==> src/rtl/i_set_pkg.sv <==
// i_set_pkg: waveform codes and FSM state encoding shared by the current profile generator.
package i_set_pkg;
    localparam logic [15:0] WAVE_NONE = 16'h0000;
    localparam logic [15:0] WAVE_RECT = 16'h0002;
    localparam logic [15:0] WAVE_TRI  = 16'h0004;
    localparam logic [15:0] WAVE_TRAP = 16'h0008;
    typedef enum logic [1:0] {
        IDLE = 2'd0,
        RISE = 2'd1,
        HOLD = 2'd2,
        FALL = 2'd3
    } state_t;
endpackage

==> src/rtl/i_set_ramp_step.sv <==
// i_set_ramp_step: saturating add-to-limit (rise) or subtract-to-zero (fall), combinational.
module i_set_ramp_step #(
    parameter int W = 16
) (
    input  logic [W-1:0] cur,
    input  logic [W-1:0] step,
    input  logic [W-1:0] limit,
    input  logic         down,
    output logic [W-1:0] nxt
);
    logic [W:0] sum;
    always_comb begin
        sum = {1'b0, cur} + {1'b0, step};
        nxt = down ? ((cur <= step) ? '0 : cur - step)
                   : ((sum >= {1'b0, limit}) ? limit : sum[W-1:0]);
    end
endmodule

==> src/rtl/i_set_profile_gen.sv <==
// i_set_profile_gen: plays one RECT/TRI/TRAP current profile per start with busy/done/abort handshake.
// Defining I_SET_PULSE_CNT_EN adds the pulse_cnt port counting completed (non-aborted) profiles.
module i_set_profile_gen
    import i_set_pkg::*;
#(
    parameter int I_W    = 16,
    parameter int T_W    = 16,
    parameter int WAVE_W = 16
) (
    input  logic              clk,
    input  logic              rst,
    input  logic              start,
    input  logic              abort,
    input  logic [WAVE_W-1:0] waveform,
    input  logic [I_W-1:0]    ip,
    input  logic [T_W-1:0]    ton,
    input  logic [I_W-1:0]    rise_step,
    input  logic [I_W-1:0]    fall_step,
    output logic [I_W-1:0]    i_set,
    output logic              busy,
`ifdef I_SET_PULSE_CNT_EN
    output logic [31:0]       pulse_cnt,
`endif
    output logic              done
);
    localparam logic [WAVE_W-1:0] W_RECT = WAVE_W'(WAVE_RECT);
    localparam logic [WAVE_W-1:0] W_TRI  = WAVE_W'(WAVE_TRI);
    localparam logic [WAVE_W-1:0] W_TRAP = WAVE_W'(WAVE_TRAP);

    state_t            state, state_n;
    logic [I_W-1:0]    ip_l, rise_l, fall_l, rise_eff, fall_eff;
    logic [I_W-1:0]    i_set_n, step_cur, step_amt, step_lim, ramp;
    logic [T_W-1:0]    ton_l, ton_eff, timer, timer_n;
    logic [WAVE_W-1:0] wave_l;
    logic              accept, at_peak, down, fall_go, done_n;

    always_comb begin
        accept   = state == IDLE && start && !abort;
        at_peak  = i_set == ip_l;
        down     = state == HOLD || state == FALL || (state == RISE && at_peak);
        ton_eff  = ton == '0 ? T_W'(1) : ton;
        rise_eff = rise_step == '0 ? I_W'(1) : rise_step;
        fall_eff = fall_step == '0 ? I_W'(1) : fall_step;
        // The first rise step is taken straight from the inputs so the profile starts one cycle after start.
        step_cur = state == IDLE ? '0 : i_set;
        step_amt = state == IDLE ? rise_eff : down ? fall_l : rise_l;
        step_lim = state == IDLE ? ip : ip_l;
    end

    i_set_ramp_step #(.W(I_W)) u_ramp (
        .cur  (step_cur),
        .step (step_amt),
        .limit(step_lim),
        .down (down),
        .nxt  (ramp)
    );

    always_comb begin
        state_n = state;
        i_set_n = i_set;
        timer_n = timer;
        done_n  = 1'b0;
        fall_go = 1'b0;
        if (abort && state != IDLE) begin
            state_n = IDLE;
            i_set_n = '0;
            done_n  = 1'b1;
        end else begin
            case (state)
                IDLE: if (accept) begin
                    if (waveform == W_RECT) begin
                        state_n = HOLD;
                        i_set_n = ip;
                        timer_n = ton_eff - T_W'(1);
                    end else if (waveform == W_TRI || waveform == W_TRAP) begin
                        state_n = RISE;
                        i_set_n = ramp;
                    end else begin
                        done_n = 1'b1;
                    end
                end
                RISE: if (!at_peak) begin
                    i_set_n = ramp;
                end else if (wave_l == W_TRAP) begin
                    state_n = HOLD;
                    timer_n = ton_l - T_W'(1);
                end else begin
                    fall_go = 1'b1;
                end
                HOLD: if (timer != '0) begin
                    timer_n = timer - T_W'(1);
                end else if (wave_l == W_RECT) begin
                    state_n = IDLE;
                    i_set_n = '0;
                    done_n  = 1'b1;
                end else begin
                    fall_go = 1'b1;
                end
                FALL: fall_go = 1'b1;
            endcase
        end
        if (fall_go) begin
            i_set_n = ramp;
            state_n = ramp == '0 ? IDLE : FALL;
            done_n  = ramp == '0;
        end
    end

    always_ff @(posedge clk) begin
        if (rst) begin
            state  <= IDLE;
            i_set  <= '0;
            timer  <= '0;
            done   <= 1'b0;
            ip_l   <= '0;
            ton_l  <= '0;
            rise_l <= '0;
            fall_l <= '0;
            wave_l <= '0;
        end else begin
            state <= state_n;
            i_set <= i_set_n;
            timer <= timer_n;
            done  <= done_n;
            if (accept) begin
                ip_l   <= ip;
                ton_l  <= ton_eff;
                rise_l <= rise_eff;
                fall_l <= fall_eff;
                wave_l <= waveform;
            end
        end
    end

    assign busy = state != IDLE;

`ifdef I_SET_PULSE_CNT_EN
    // A done raised from a running profile without abort is a completed profile.
    always_ff @(posedge clk) begin
        if (rst) pulse_cnt <= '0;
        else if (done_n && state != IDLE && !abort) pulse_cnt <= pulse_cnt + 32'd1;
    end
`endif
endmodule

==> config.mk <==
export PLATFORM = sky130hd
export DESIGN_NAME = i_set_profile_gen
export DESIGN_NICKNAME = d
export VERILOG_FILES = /design/src/rtl/i_set_pkg.sv /design/src/rtl/i_set_ramp_step.sv /design/src/rtl/i_set_profile_gen.sv
export SDC_FILE = /design/constraint.sdc
export NUM_CORES = 1
export LEC_CHECK = 0
export ABC_AREA = 1
export CAP_MARGIN = 20
export CORE_ASPECT_RATIO = 1.4
export CORE_MARGIN = 10
export CORE_UTILIZATION = 60
export CTS_BUF_LIST = sky130_fd_sc_hd__clkbuf_8 sky130_fd_sc_hd__clkbuf_16
export DETAILED_ROUTE_END_ITERATION = 10
export PLACE_DENSITY = 0.84
export SYNTH_ARGS = -nofsm -noshare
export SYNTH_HDL_FRONTEND = slang
export SYNTH_SLANG_ARGS = --single-unit
==> constraint.sdc <==
create_clock -name clk -period 14.9 [get_ports clk]
set_input_delay 2.98 -clock clk [delete_from_list [all_inputs] [get_ports clk]]
set_output_delay 2.98 -clock clk [all_outputs]
set_load 0.01 [all_outputs]
# After elaboration in Yosys (flattened, before gate mapping)
# Index checks and enable logic that the tools add are counted.
totals:
  out_inout_bits: 18
  in_bits: 84
  regBits: 115
op_classes:
  n_mux: 50
  reduce_logical: 20
  addsub: 5
  eq_ne: 21
  order_cmp: 2
  n_bitwise: 1
ops:
  columns: ["operator", "count"]
  rows:
  - ["$mux 16", 23]
  - ["$pmux 16 s3", 2]
  - ["$logic_not 16->1", 4]
  - ["$sub 16x1->16 const B", 3]
  - ["$eq 16x2->1 const B", 2]
  - ["$eq 16x4->1 const B", 2]
  - ["$mux 2", 10]
  - ["$add 16x16->17", 1]
  - ["$ge 17x16->1", 1]
  - ["$eq 16x16->1", 1]
  - ["$eq 16x3->1 const B", 1]
  - ["$le 16x16->1", 1]
  - ["$reduce_bool 16->1", 1]
  - ["$sub 16x16->16", 1]
  - ["$reduce_and 7->1", 2]
  - ["$mux 1", 12]
  - ["$ne 4x3->1 const B", 3]
  - ["$ne 4x2->1 const B", 2]
  - ["$ne 2x1->1 const B", 3]
  - ["$pmux 2 s3", 1]
  - ["$reduce_and 6->1", 1]
  - ["$ne 5x2->1 const B", 1]
  - ["$reduce_bool 5->1", 1]
  - ["$eq 2x2->1 const B", 2]
  - ["12 further kinds", 18]

# Longest topological paths before layout
# Gate-level depths: netlist of run 1.
depth:
  depth_word: 15
  mapped_depth: 43
  depth_no_buf: 40

# Cells and area by module
# A second synthesis of run 1 with hierarchy kept.
hier_totals:
  hier_cells: 1590
  hier_area_um2: 9521.6
modules_own_cells:
  columns: ["mod", "n_inst", "area_each_um2", "seq_area_each_um2", "cells_each"]
  rows:
  - ["i_set_profile_gen", 1, 6800.3, 2302.2, 1079]
  - ["i_set_ramp_step", 1, 2721.4, 0.0, 511]

# Worst setup path after synthesis of run 1
# No wires, ideal clock.
synth_timing:
  kind: "input -> register"
  startpoint: "input rise_step[8]"
  endpoint: "register state[0]"
  arrival_time_ns: 6.693
  required_time_ns: 14.783
  cell_stages: 35
  setup_time_ns: 0.117
  setup_slack_ns: 8.090
  path_buffers: 1
  path_cell_list: "nor4_1 > a41o_1 > nand2_1 > o21ai_0 > ha_1 > inv_1 > fa_1 > inv_1 > nand3_1 > nand2_2 > nand2_1 > nand2_1 > nand2_1 > nand2_1 > xor2_1 > inv_1 > ha_1 > a21o_1 > nor2_1 > nand3_1 > nand2_1 > nand2_1 > nand2_1 > nand2_1 > nand2_2 > buf_2 > nand3_1 > nand3_2 > nand2_2 > nor2_2 > nand2_1 > nor2_1 > nand2_1 > nand2_1 > a21oi_1"
synth_between:
  elab_chain_len: 10
  word_cells_on_any_way: 13
synth_rtl:
  columns: ["element", "line", "text"]
  rows:
  - ["from (decl)", "i_set_profile_gen.sv:17", "input logic [I_W-1:0] rise_step,"]
  - ["$logic_not 16->1", "i_set_profile_gen.sv:42", "rise_eff = rise_step == '0 ? I_W'(1) : rise_step;"]
  - ["$mux 16 *", "i_set_profile_gen.sv:42", null]
  - ["$mux 16 *", "i_set_profile_gen.sv:46", "step_amt = state == IDLE ? rise_eff : down ? fall_l : rise_l;"]
  - ["$add 16x16->17", "i_set_ramp_step.sv:13", "sum = {1'b0, cur} + {1'b0, step};"]
  - ["$ge 17x16->1", "i_set_ramp_step.sv:15", ": ((sum >= {1'b0, limit}) ? limit : sum[W-1:0]);"]
  - ["$mux 16", "i_set_ramp_step.sv:15", null]
  - ["$mux 16 *", "i_set_ramp_step.sv:14", "nxt = down ? ((cur <= step) ? '0 : cur - step)"]
  - ["$logic_not 16->1 *", "i_set_profile_gen.sv:104", "state_n = ramp == '0 ? IDLE : FALL;"]
  - ["$mux 2 *", "i_set_profile_gen.sv:104", null]
  - ["$mux 2 *", "i_set_profile_gen.sv:102", "if (fall_go) begin"]
  - ["to (signal assigned)", "i_set_profile_gen.sv:121", "state <= state_n;"]
  - ["to (decl)", "i_set_profile_gen.sv:30", "state_t state, state_n;"]
# Every way passes the cells marked *; elsewhere a longest branch is shown, timed or not.
# A chain may end at the register's enable or synchronous reset.

# Worst setup path in the final report of run 1
# Same ends and word-level chain as after synthesis.

==> results.txt, run 1 <==
The flow ran to the end, and the final reports show no timing, DRC or antenna violations. Summed over all layers, the routed wires come to 28.8 mm. Setup repair after global routing left no endpoint under its margin. The logs give 0 for the number of pins with negative max-slew slack in the final report and 9710 for the vias after detailed routing.

At the end of routability-driven placement, the weighted congestion stood at 0.982. The cell that appears most often on the critical path is nand2_1. The maximum achievable frequency is 129 MHz. The die width came out at 124 µm.

The initialized floorplan defines 53 standard-cell rows. The headroom to the max-slew limit was 0.296; the worst hold slack after final layout was 0.465 ns. Summed over all layers, the global routing overflow is 0. The number of antenna diodes in the final layout is 0.

Among all flip-flop cells after synthesis, the most frequent one is dfxtp_1. Broken down by cell family, the worst path's largest delay share belongs to simple AND/OR/NAND/NOR gates. In this run the cell area measured after placement is 0.0100 mm².

The tools report the register area share after synthesis as 0.254. The total count of hold-check failures in the final report is 0, and the worst ir drop on vdd is 0.0000959 V. The final cycle utilization of the critical path is 0.519. Maximum level of the CTS H-tree: 4.

After layout, the worst setup slack is 7.17 ns. Pin count of the biggest net entering global routing: 115. The final setup skew was 0.00897 ns; the proportion of layout cells with a drive suffix above 1 was 0.0938. After technology mapping, the gate count stands at 1389. The met1 capacity usage during global routing was 0.297. For the clock network latency to the later pin of the worst-skew pair, the log shows 0.43 ns. The detailed router finished its first iteration with 779 violations. The initial antenna violation count was 0. For the number of clock sinks seen by CTS, the log shows 115. STA classifies the critical path endpoint as a flip-flop. In this run the cell area of the synthesized design comes to 0.00905 mm².

TritonCTS built the clock tree. Among all stages on the critical path, the largest delay is contributed by clkdlybuf4s50_1. No sink is reached through more buffers than the 2 on the longest clock path. Summed over all nets, the half-perimeter wirelength after detailed placement is 21.2 mm. The class of the most critical hold timing path was flip-flop to flip-flop. The proportion of synthesized flip-flops having asynchronous set or reset was 0; the setup total negative slack was 0 ns. The tools report the total routing usage reported by global routing as 0.283. The first global-routing pass estimated 46.3 mm of wire. Type of the worst setup path: input port to flip-flop. The count of boundary I/O pins is 102, and the average routed wire per standard cell is 17.4 µm. The synthesized design contains 0 enable-type register cells. In this run the vertical extent of the chip is 165 µm. For the met3 usage in global routing, the log shows 0.0449. Setup violations remaining at the end of the flow were counted as 0. The measured slew at the worst slew-check pin is 1.06 ns, and the count of port buffers added during placement is 101.

The area of the core was 0.0149 mm²; the post-route cell area was 0.0106 mm². Synthesis produced a netlist with a net count of 1529. After detailed routing, the number of vias per cell comes to 5.87.

Of all nets on the critical path, the largest fanout is 17. The clock transition time at the flip-flop clock pins of the worst setup and hold paths was 0.06 ns; the post-CTS setup repair buffer count was 0. Summed over all cells, the static leakage comes to 4.94 nW. The arrival time reported for the critical path endpoint was 8.05 ns. Kind of start point of the critical path: an input port. Data on the critical path is required at its endpoint by 15.22 ns. The die covers 0.0205 mm².

Fill cells in the final layout number 1300. The effective utilization at floorplan is 0.607. The post-route antenna net violation count is 0. The run gives 0 as the count of yosys warnings during synthesis. Dividing total power by cell area gives a power density of 87.0 mW/mm². After clock tree synthesis, the repair step resized 0 gates.

In the routed design, unresolved DRC markers number 0. The number of global-route vias before repair is 9586, and the average instance area after synthesis is 6.52 µm². The count of buffer and inverter cells on the critical path works out to 4. The largest incremental delay on the critical path is 0.44 ns, and the worst slack at placement is 6.79 ns.

The growth of design area from synthesis to finish is 17.5%, and the detailed-router iteration count before antenna repair is 5. met2 is the most crowded layer. After clock tree synthesis, the flow added hold-fix buffers numbering 0. The logs give 17 for the number of buffers created by CTS and 54 for the number of distinct library cells after synthesis.

The cell sitting at the root of the clock tree is a clkbuf_16. Counting flops and latches in the post-synthesis netlist gives 115. For the met2 usage, the log shows 0.490.

The clock period minus final worst setup slack was 7.73 ns. The net count of the finished layout is 1588. Across the run, the number of max-cap violations was 0.
## where the power goes
group | switching (W) | total, W | internal [W]
registers | 0.00000932 | 0.000332 | 0.000323
logic | 0.0000958 | 0.000160 | 0.0000639
clock network | 0.000160 | 0.000434 | 0.000274
total | 0.000265 | 0.000926 | 0.000660
## cell type report
class / instances / area (µm²) / area share
Timing Repair Buffer: 106 / 1050 / 0.0985
Inverter: 175 / 662 / 0.0622
Sequential cell: 115 / 2300 / 0.216
Multi-Input combinational cell: 1033 / 5760 / 0.542
Clock inverter: 13 / 173 / 0.0162
Clock buffer: 19 / 453 / 0.0426
Tap cell: 192 / 240 / 0.0226
## layer usage
layer / part of all wire / routed length, µm
met5: 0 / 0
met1: 0.37 / 10800
met4: 0.074 / 2130
met2: 0.50 / 14500
met3: 0.050 / 1430
## worst paths after layout
kind / endpoint / from / slack [ns] / depth (start not counted)
max: state[0] / rise_step[8] / 7.17 / 37
min: rise_l[12] / rise_l[12] / 0.46 / 2
max reg2reg: state[0] / i_set[8] / 8.59 / 34
min reg2reg: rise_l[12] / rise_l[12] / 0.46 / 2
## worst register-to-register path, delay by kind of cell, from the launching register on
kind	cells	cell delay (ns)
XOR/XNOR	2	0.49
adder cells (fa/ha/maj)	2	0.71
buffers and inverters	5	0.67
AO/OA/AOI/OAI	5	1.16
flip-flops	1	0.52
AND/OR/NAND/NOR	20	2.69
## registers in the layout, indices dropped and copies added, names as in the netlist
signal and cells:
wave_l 16, ton_l 16, done 1, state 2, ip_l 16, timer 16
i_set 16, rise_l 16, fall_l 16
## Yosys cell counts (3+ instances only)
cell type	instances	area (µm²)
a211oi_1	3	22.5
a21o_1	4	30.0
a21oi_1	140	701
a21oi_2	10	87.6
a221oi_1	5	43.8
a22oi_1	7	52.6
a31oi_1	9	56.3
and2_1	11	68.8
buf_2	9	45.0
buf_6	8	90.1
clkbuf_1	45	169
clkinv_1	3	11.3
dfxtp_1	115	2300
ha_1	54	676
inv_1	160	601
inv_2	10	37.5
nand2_1	262	983
nand2_2	27	169
nand2_4	4	45.0
nand3_1	64	320
nand3_2	14	140
nand3b_1	7	52.6
nand4_1	20	125
nor2_1	128	480
nor2_2	6	37.5
nor3_1	11	55.1
nor4_1	15	93.8
o211ai_1	11	82.6
o21a_1	7	52.6
o21ai_0	129	646
o21ai_1	4	20.0
o22ai_1	4	25.0
or2_1	4	25.0
or2_2	13	81.3
xnor2_1	17	149
xor2_1	23	201
## placed cells by master (no fill, tap or decap), types with 6 or more instances in the layout
cell | Yosys | layout
a21oi_1 | 140 | 140
a21oi_2 | 10 | 10
a22oi_1 | 7 | 7
a31oi_1 | 9 | 9
and2_1 | 11 | 11
clkbuf_16 | 0 | 17
clkdlybuf4s50_1 | 0 | 101
dfxtp_1 | 115 | 115
ha_1 | 54 | 53
inv_1 | 160 | 159
inv_2 | 10 | 11
nand2_1 | 262 | 262
nand2_2 | 27 | 27
nand3_1 | 64 | 64
nand3_2 | 14 | 14
nand3b_1 | 7 | 7
nand4_1 | 20 | 20
nor2_1 | 128 | 128
nor2_2 | 6 | 6
nor3_1 | 11 | 11
nor4_1 | 15 | 15
o211ai_1 | 11 | 11
o21a_1 | 7 | 7
o21ai_0 | 129 | 129
or2_2 | 13 | 13
xnor2_1 | 17 | 17
xor2_1 | 23 | 23
## cells by family (layout without fill, tap and decap cells)
family / after synthesis / count (layout) / share of synthesized area
AND/OR/NAND/NOR: 591 / 591 / 0.302
AO/OA/AOI/OAI: 346 / 346 / 0.216
buffers and inverters: 241 / 313 / 0.110
flip-flops: 115 / 115 / 0.254
adder cells (fa/ha/maj): 56 / 56 / 0.0790
XOR/XNOR: 40 / 40 / 0.0387
## per-stage QoR
step                utilization  total power (W)  cells
global placement          0.671         0.000490   1621
global route              0.713         0.000958   1653
finish                    0.713         0.000926   1653
CTS                       0.713         0.000924   1653
floorplan                     -         0.000441   1389
detailed placement        0.671         0.000493   1621
No activity file was read; power rests on OpenSTA's default activity.
==> run 2, diff against run 1 <==
- CORE_UTILIZATION: 60 -> 52
- PLACE_DENSITY: 0.84 -> 0.78
- clock period: 14.9 -> 6.26 ns (I/O delays scaled with it)
==> run 2 against run 1 <==
Combinational power rose by 140%; final area rose by 1.6%; flip-flop and latch count did not move; first-iteration DRC count fell by 4.0%; sequential power rose by 140%; largest cell class unchanged; highest routed layer unchanged.
==> results.txt, run 2 (same netlist as run 1, synthesis figures left out) <==
End point of the most critical hold path: rise_l[12]. After detailed routing, the average wire length per cell comes to 16.6 µm. Setup repair after global routing left no endpoint under its margin.

Type of the worst setup path: input port to flip-flop. Before antenna repair, the detailed router went through 8 iterations. The final routed wirelength across all metal layers came out at 28.4 mm. Class of the most critical hold timing path: flip-flop to flip-flop. Final core area utilization: 0.627. CTS saw 115 sinks. Pin count of the biggest net entering global routing: 65.

The die is 176 µm tall. Number of global-route vias before repair: 9389. The final weighted congestion of routability-driven global placement is 0.982, and the worst hold path depth is 2. Buffers placed on the I/O ports in this run total 101.

The cell leakage power was 5.04 nW. The logs give 2 for the maximum root-to-sink buffer count and 0.000191 V for the worst ir drop on vdd. TritonCTS built the clock tree. The first routing iteration left 748 violations.

The HPWL after detailed placement is 21.7 mm. Proportion of layout cells with a drive suffix above 1: 0.103. Biggest fanout along the worst timing path: 17. The initial antenna violation count was 0.

Prior to clock tree synthesis, the placed netlist has a worst setup slack of 0.0842 ns. The setup check on the worst reg-to-reg path leaves a slack of 0.57 ns. The run finished with clean final reports. Setup violations remaining at the end of the flow were counted as 0. The repair_antennas step left the layout with diodes totalling 0. The tools report the first element of the critical path as rise_step[8]. The logs give 0.483 for the headroom to the max-slew limit and 0.0232 mm² for the die outline area. The total count of hold-check failures in the final report is 0, and the maximum achievable frequency is 173 MHz. Once routing completed, OpenROAD measured the worst setup slack at 0.488 ns. The tools report the number of buffers added to fix hold violations after cts as 0. The wire length of the first global-routing pass was 45.5 mm; the count of boundary I/O pins was 102. For this run, the slowest stage of the critical path takes 0.46 ns. Between clock sinks in the finished design, the worst skew comes to 0.00799 ns. The count of buffer and inverter cells on the critical path is 4, and the residual DRC count is 0. The number of cell rows is 57, and the required time at the worst-slack endpoint is 6.57 ns. Capture point of the worst reg-to-reg path: state[0]. In this run, post-CTS repair resized a total of 0 instances. The layout net count was 1601; the clock period minus final worst setup slack was 5.77 ns.

The die width was 132 µm; the measured slew at the worst slew-check pin was 0.776 ns. Post-CTS setup repair buffer count: 0. Clock-pin slew was measured on the worst setup and hold paths at 0.06 ns. For the effective utilization at floorplan, the log shows 0.525. Leaving out fill and tap cells, the most frequent cell in the layout is nand2_1. The worst setup path is launched from an input port.

The final cycle utilization of the critical path was 0.922; the setup total negative slack was 0 ns. The run gives 9567 as the vias after detailed routing. The number of buffers created by CTS was 17. Across the run, the number of max-cap violations was 0.

Arrival time reported for the critical path endpoint: 6.09 ns. The path depth of the worst reg2reg path works out to 32. Grouping stages by cell kind, the critical path spends the most delay in simple AND/OR/NAND/NOR gates. The tools report the worst hold path startpoint as rise_l[12]. In this run the clock root is driven by a clkbuf_16. For the worst-skew pair, the clock arrives at the later sink with an insertion delay of 0.43 ns. Via count normalized by instance count: 5.59. The power density over cell area is 201 mW/mm². The total routing usage reported by global routing was 0.237; the post-route antenna net violation count was 0. The largest individual stage delay along the critical path comes from the cell clkdlybuf4s50_1. For the number of pins with negative max-slew slack in the final report, the log shows 0. In the layout the commonest cells are nand2_1, inv_1, a21oi_1, o21ai_0, nor2_1. Among the stages of the critical path, the cell type that occurs most often is nand2_1.

Critical register-to-register path startpoint: i_set[3]. The core region is 0.0173 mm². The growth of design area from synthesis to finish is 19.4%, and the maximum level of the CTS H-tree is 4.

The type of element capturing the critical path was a flip-flop. Global routing finished with a remaining overflow of 0.
-- run 2: changes by cell type in the layout (fill, tap and decap cells not counted), sizes merged --
cell,delta
inv,-1
buf,+13
clkbuf,+1
clkinv,+4
clkinvlp,-4
-- run 2: cell type report --
| class | count | area [µm²] |
|---|---|---|
| fill | 1648 | 6450 |
| clock inverter | 12 | 139 |
| inverter | 175 | 662 |
| sequential | 115 | 2300 |
| timing repair buffer | 119 | 1150 |
| multi-input combinational | 1033 | 5800 |
| clock buffer | 20 | 467 |
| tap | 236 | 295 |
-- run 2: per-stage QoR --
| stage | instances | hold slack (ns) | total power (W) | cell area (µm²) |
|---|---|---|---|---|
| finish | 1710 | 0.461 | 0.00218 | 10800 |
| CTS | 1710 | 0.462 | 0.00218 | 10800 |
| detailed placement | 1678 | 0.454 | 0.00118 | 10200 |
| global placement | 1678 | 0.449 | 0.00117 | 10200 |
| floorplan | 1389 | 0.441 | 0.00105 | 9050 |
| global route | 1710 | 0.486 | 0.00226 | 10800 |
-- run 2: how the worst max path moves through the flow --
stage          endpoint  depth (start not counted)
2_1_floorplan  state[0]                         35
3_3_place_gp   state[1]                         36
3_5_place_dp   state[0]                         37
4_1_cts        state[0]                         37
5_1_grt        state[1]                         32
6_report       state[0]                         32
-- run 2: where the power goes --
| part | internal, W | leakage (nW) | switching (W) |
|---|---|---|---|
| Combinational | 0.000156 | 3.78 | 0.000228 |
| Clock | 0.000650 | 0.313 | 0.000355 |
| Sequential | 0.000768 | 0.940 | 0.0000212 |
-- run 2: per-layer routing --
| metal | vias up | GRT usage | part of all wire |
|---|---|---|---|
| met5 | - | 0 | 0 |
| met4 | 0 | 0.167 | 0.065 |
| met3 | 95 | 0.0392 | 0.047 |
| met2 | 344 | 0.438 | 0.51 |
| met1 | 4406 | 0.240 | 0.37 |
| li1 | 4722 | - | - |
-- run 2: worst min-delay path: cells and delay by family (launching register included) --
kind | cells | cell delay (ns)
AOI/OAI and AO/OA | 1 | 0.05
DFF | 1 | 0.30
and+or+nand+nor | 1 | 0.06
==> run 3, diff against run 2 <==
- RECOVER_POWER: not set -> 100
==> run 3 against run 2 <==
The run now ends with capacitance limit, slew limit left; wire length shrank 0.44%; clock power is essentially flat; critical path depth is the same; count of clock-buffer cells in the layout is the same; largest power group unchanged; maximum frequency shrank 0.35%; global-route usage is the same; first-iteration DRC count shrank 7.6%; utilization shrank 0.24 points; final area shrank 0.38%; sequential power is essentially flat; combinational power shrank 1%; via count shrank 0.44%.
==> results.txt, run 3 (same netlist as run 1, synthesis figures left out) <==
After detailed routing, the number of remaining DRC violations is 0. The total count of hold-check failures in the final report was 0; the post-CTS setup repair buffer count was 0. The run gives 0.237 as the total routing usage reported by global routing. In this design, the critical path's most frequently occurring cell is nand2_1. The H-tree was split into 4 levels.

The total overflow left after global routing is 0. At the pin with the least slew margin, the transition time is 2.13 ns. 102 I/O pins were placed. Summed over all cells, the static leakage comes to 5.08 nW. The tool flagged a number of max-cap violations equal to 3. The die extent in y was 176 µm. The flip-flop and latch area was 0.00230 mm²; the worst slack at placement was 0.0842 ns. The root buffer cell chosen for the clock tree is clkbuf_16. After the flow finishes, the layout carries non-filler instances totaling 1710. After the last flow step, the layout net total stands at 1601. The top cell types in the final layout, fill and taps aside, are nand2_1, inv_1, a21oi_1, o21ai_0, nor2_1. The number of setup violations in the final report came out at 0.

The count of buffers added on input and output ports is 101. The flow ran to the end, but the final reports show violations. Cell count after placement: 1678.

The tools report the initial antenna violation count as 0. The proportion of layout cells with a drive suffix above 1 is 0.0929, and the setup total negative slack is 0 ns. Setup repair after global routing left no endpoint under its margin. Effective utilization at floorplan: 0.525. The type of the worst setup path is input port to flip-flop.

The floorplan step defined a die boundary enclosing 0.0232 mm². The longest clock path from root to sink contains 2 buffers. The run gives 115 as the number of clock sinks seen by CTS. Setup slack closes at 0.467 ns.

The run gives -0.418 as the headroom to the max-slew limit. In this run the cell area measured after placement is 0.0102 mm². The area of combinational cells with multiple inputs was 0.00577 mm². The number of global-route vias before repair is 9389, and the count of buffer and inverter cells on the critical path is 4. The total inserted antenna cells was 0; the final weighted congestion of routability-driven global placement was 0.982.

The run gives 173 MHz as the maximum achievable frequency. The cell family with the largest share of critical-path delay is simple AND/OR/NAND/NOR gates. Subtracting the final worst setup slack from the clock period gives 5.79 ns.

The run gives 0.624 as the final core area utilization. The power density over cell area came out at 202 mW/mm². The library cell used most frequently in the layout, excluding fill and tap cells, is nand2_1.

In this run the worst path has a maximum fanout of 17. The tools report the number of pins with negative max-slew slack in the final report as 134. The tightest min-delay check is of the flip-flop to flip-flop type.

The worst-case IR drop observed on VDD is 0.000189 V. The final cycle utilization of the critical path came out at 0.925. TritonCTS created 17 clock buffers. For this block, the initial DRC count from the detailed router was 691. The final reports fail on capacitance limit, slew limit. For this run, the detailed router's first-pass iteration total came to 7.

On the critical path, the stage with the largest delay is an instance of clkdlybuf4s50_1. The tools report the number of buffers added to fix hold violations after cts as 0. The growth of design area from synthesis to finish came out at 19.0%. The first global-routing pass estimated 45.5 mm of wire.

Dividing the detail-routed wire length by the instance count gives 16.6 µm. The worst setup path is captured at a flip-flop. STA puts the critical path data required time at 6.57 ns. The area of the core came out at 0.0173 mm². The run gives 1659 as the number of filler cells placed in the layout. The detailed router placed 9525 vias in this run. TritonCTS built the clock tree.

The die is 132 µm wide. The number of cell rows was 57; the final setup skew was 0.00855 ns. STA classifies the critical path startpoint as an input port. The detail route stage leaves a number of antenna-violating nets equal to 0. Clock-pin slew was measured on the worst setup and hold paths at 0.06 ns.

Detailed placement finished with a half-perimeter wire length of 21.7 mm. The via count normalized by instance count is 5.57. The largest incremental delay on the critical path was 0.47 ns.

At the later pin of the worst-skew pair, clock insertion delay measures 0.43 ns. The final layout contains routed wiring with a total length of 28.3 mm. The run gives 0.0108 mm² as the post-route cell area. The arrival time reported for the critical path endpoint came out at 6.11 ns. Entering global routing, the biggest net connects 65 pins.
run 3: cell count changes in the layout (fill, tap and decap cells not counted), moves of 2 or more:
cell and change:
clkdlybuf4s50_1 -19, clkbuf_1 +3, dlygate4sd3_1 +19, nand2_2 -7, inv_2 -2, buf_4 -4
nand2_1 +7
run 3: repair_timing:
item	4_1_cts	5_1_grt
setup endpoints to repair	0	2
resized for setup	0	6
endpoints found under the hold margin	0	0
run 3: per-stage QoR:
| stage | power [W] | hold WS [ns] |
|---|---|---|
| CTS | 0.00218 | 0.462 |
| floorplan | 0.00105 | 0.441 |
| detailed placement | 0.00118 | 0.454 |
| global route | 0.00226 | 0.486 |
| finish | 0.00218 | 0.460 |
| global placement | 0.00117 | 0.449 |
run 3: layout make-up:
| type | instances | share of cell area |
|---|---|---|
| clock buffer | 20 | 0.0433 |
| multi-input combinational | 1033 | 0.536 |
| timing repair buffer | 119 | 0.105 |
| sequential | 115 | 0.214 |
| tap | 236 | 0.0274 |
| inverter | 175 | 0.0614 |
| clock inverter | 12 | 0.0129 |
run 3: worst register-to-register path: cells and delay by family, from the launching register on:
family | cells | cell delay (ns)
AO/OA/AOI/OAI | 5 | 1.18
XOR/XNOR | 2 | 0.51
adder cells (fa/ha/maj) | 2 | 0.72
buffers and inverters | 3 | 0.36
flip-flops | 1 | 0.48
AND/OR/NAND/NOR | 20 | 2.35
run 3: final timing paths:
kind | startpoint | endpoint | slack [ns] | cells past startpoint
min reg2reg | rise_l[4] | rise_l[4] | 0.46 | 2
max | rise_step[8] | state[0] | 0.47 | 32
min | rise_l[4] | rise_l[4] | 0.46 | 2
max reg2reg | i_set[3] | state[0] | 0.55 | 32
run 3: power breakdown:
group          internal, W  total, W  leakage, nW  switching [W]
clock network     0.000650   0.00101        0.313       0.000357
registers         0.000768  0.000789        0.940      0.0000211
logic             0.000155  0.000380         3.83       0.000226
total              0.00157   0.00218         5.08       0.000603
run 3: routing by layer:
metal,vias to the layer above,share of wire,track usage
li1,4718,-,-
met1,4375,0.37,0.240
met2,338,0.52,0.438
met3,94,0.049,0.0392
met4,0,0.065,0.167
met5,-,0,0
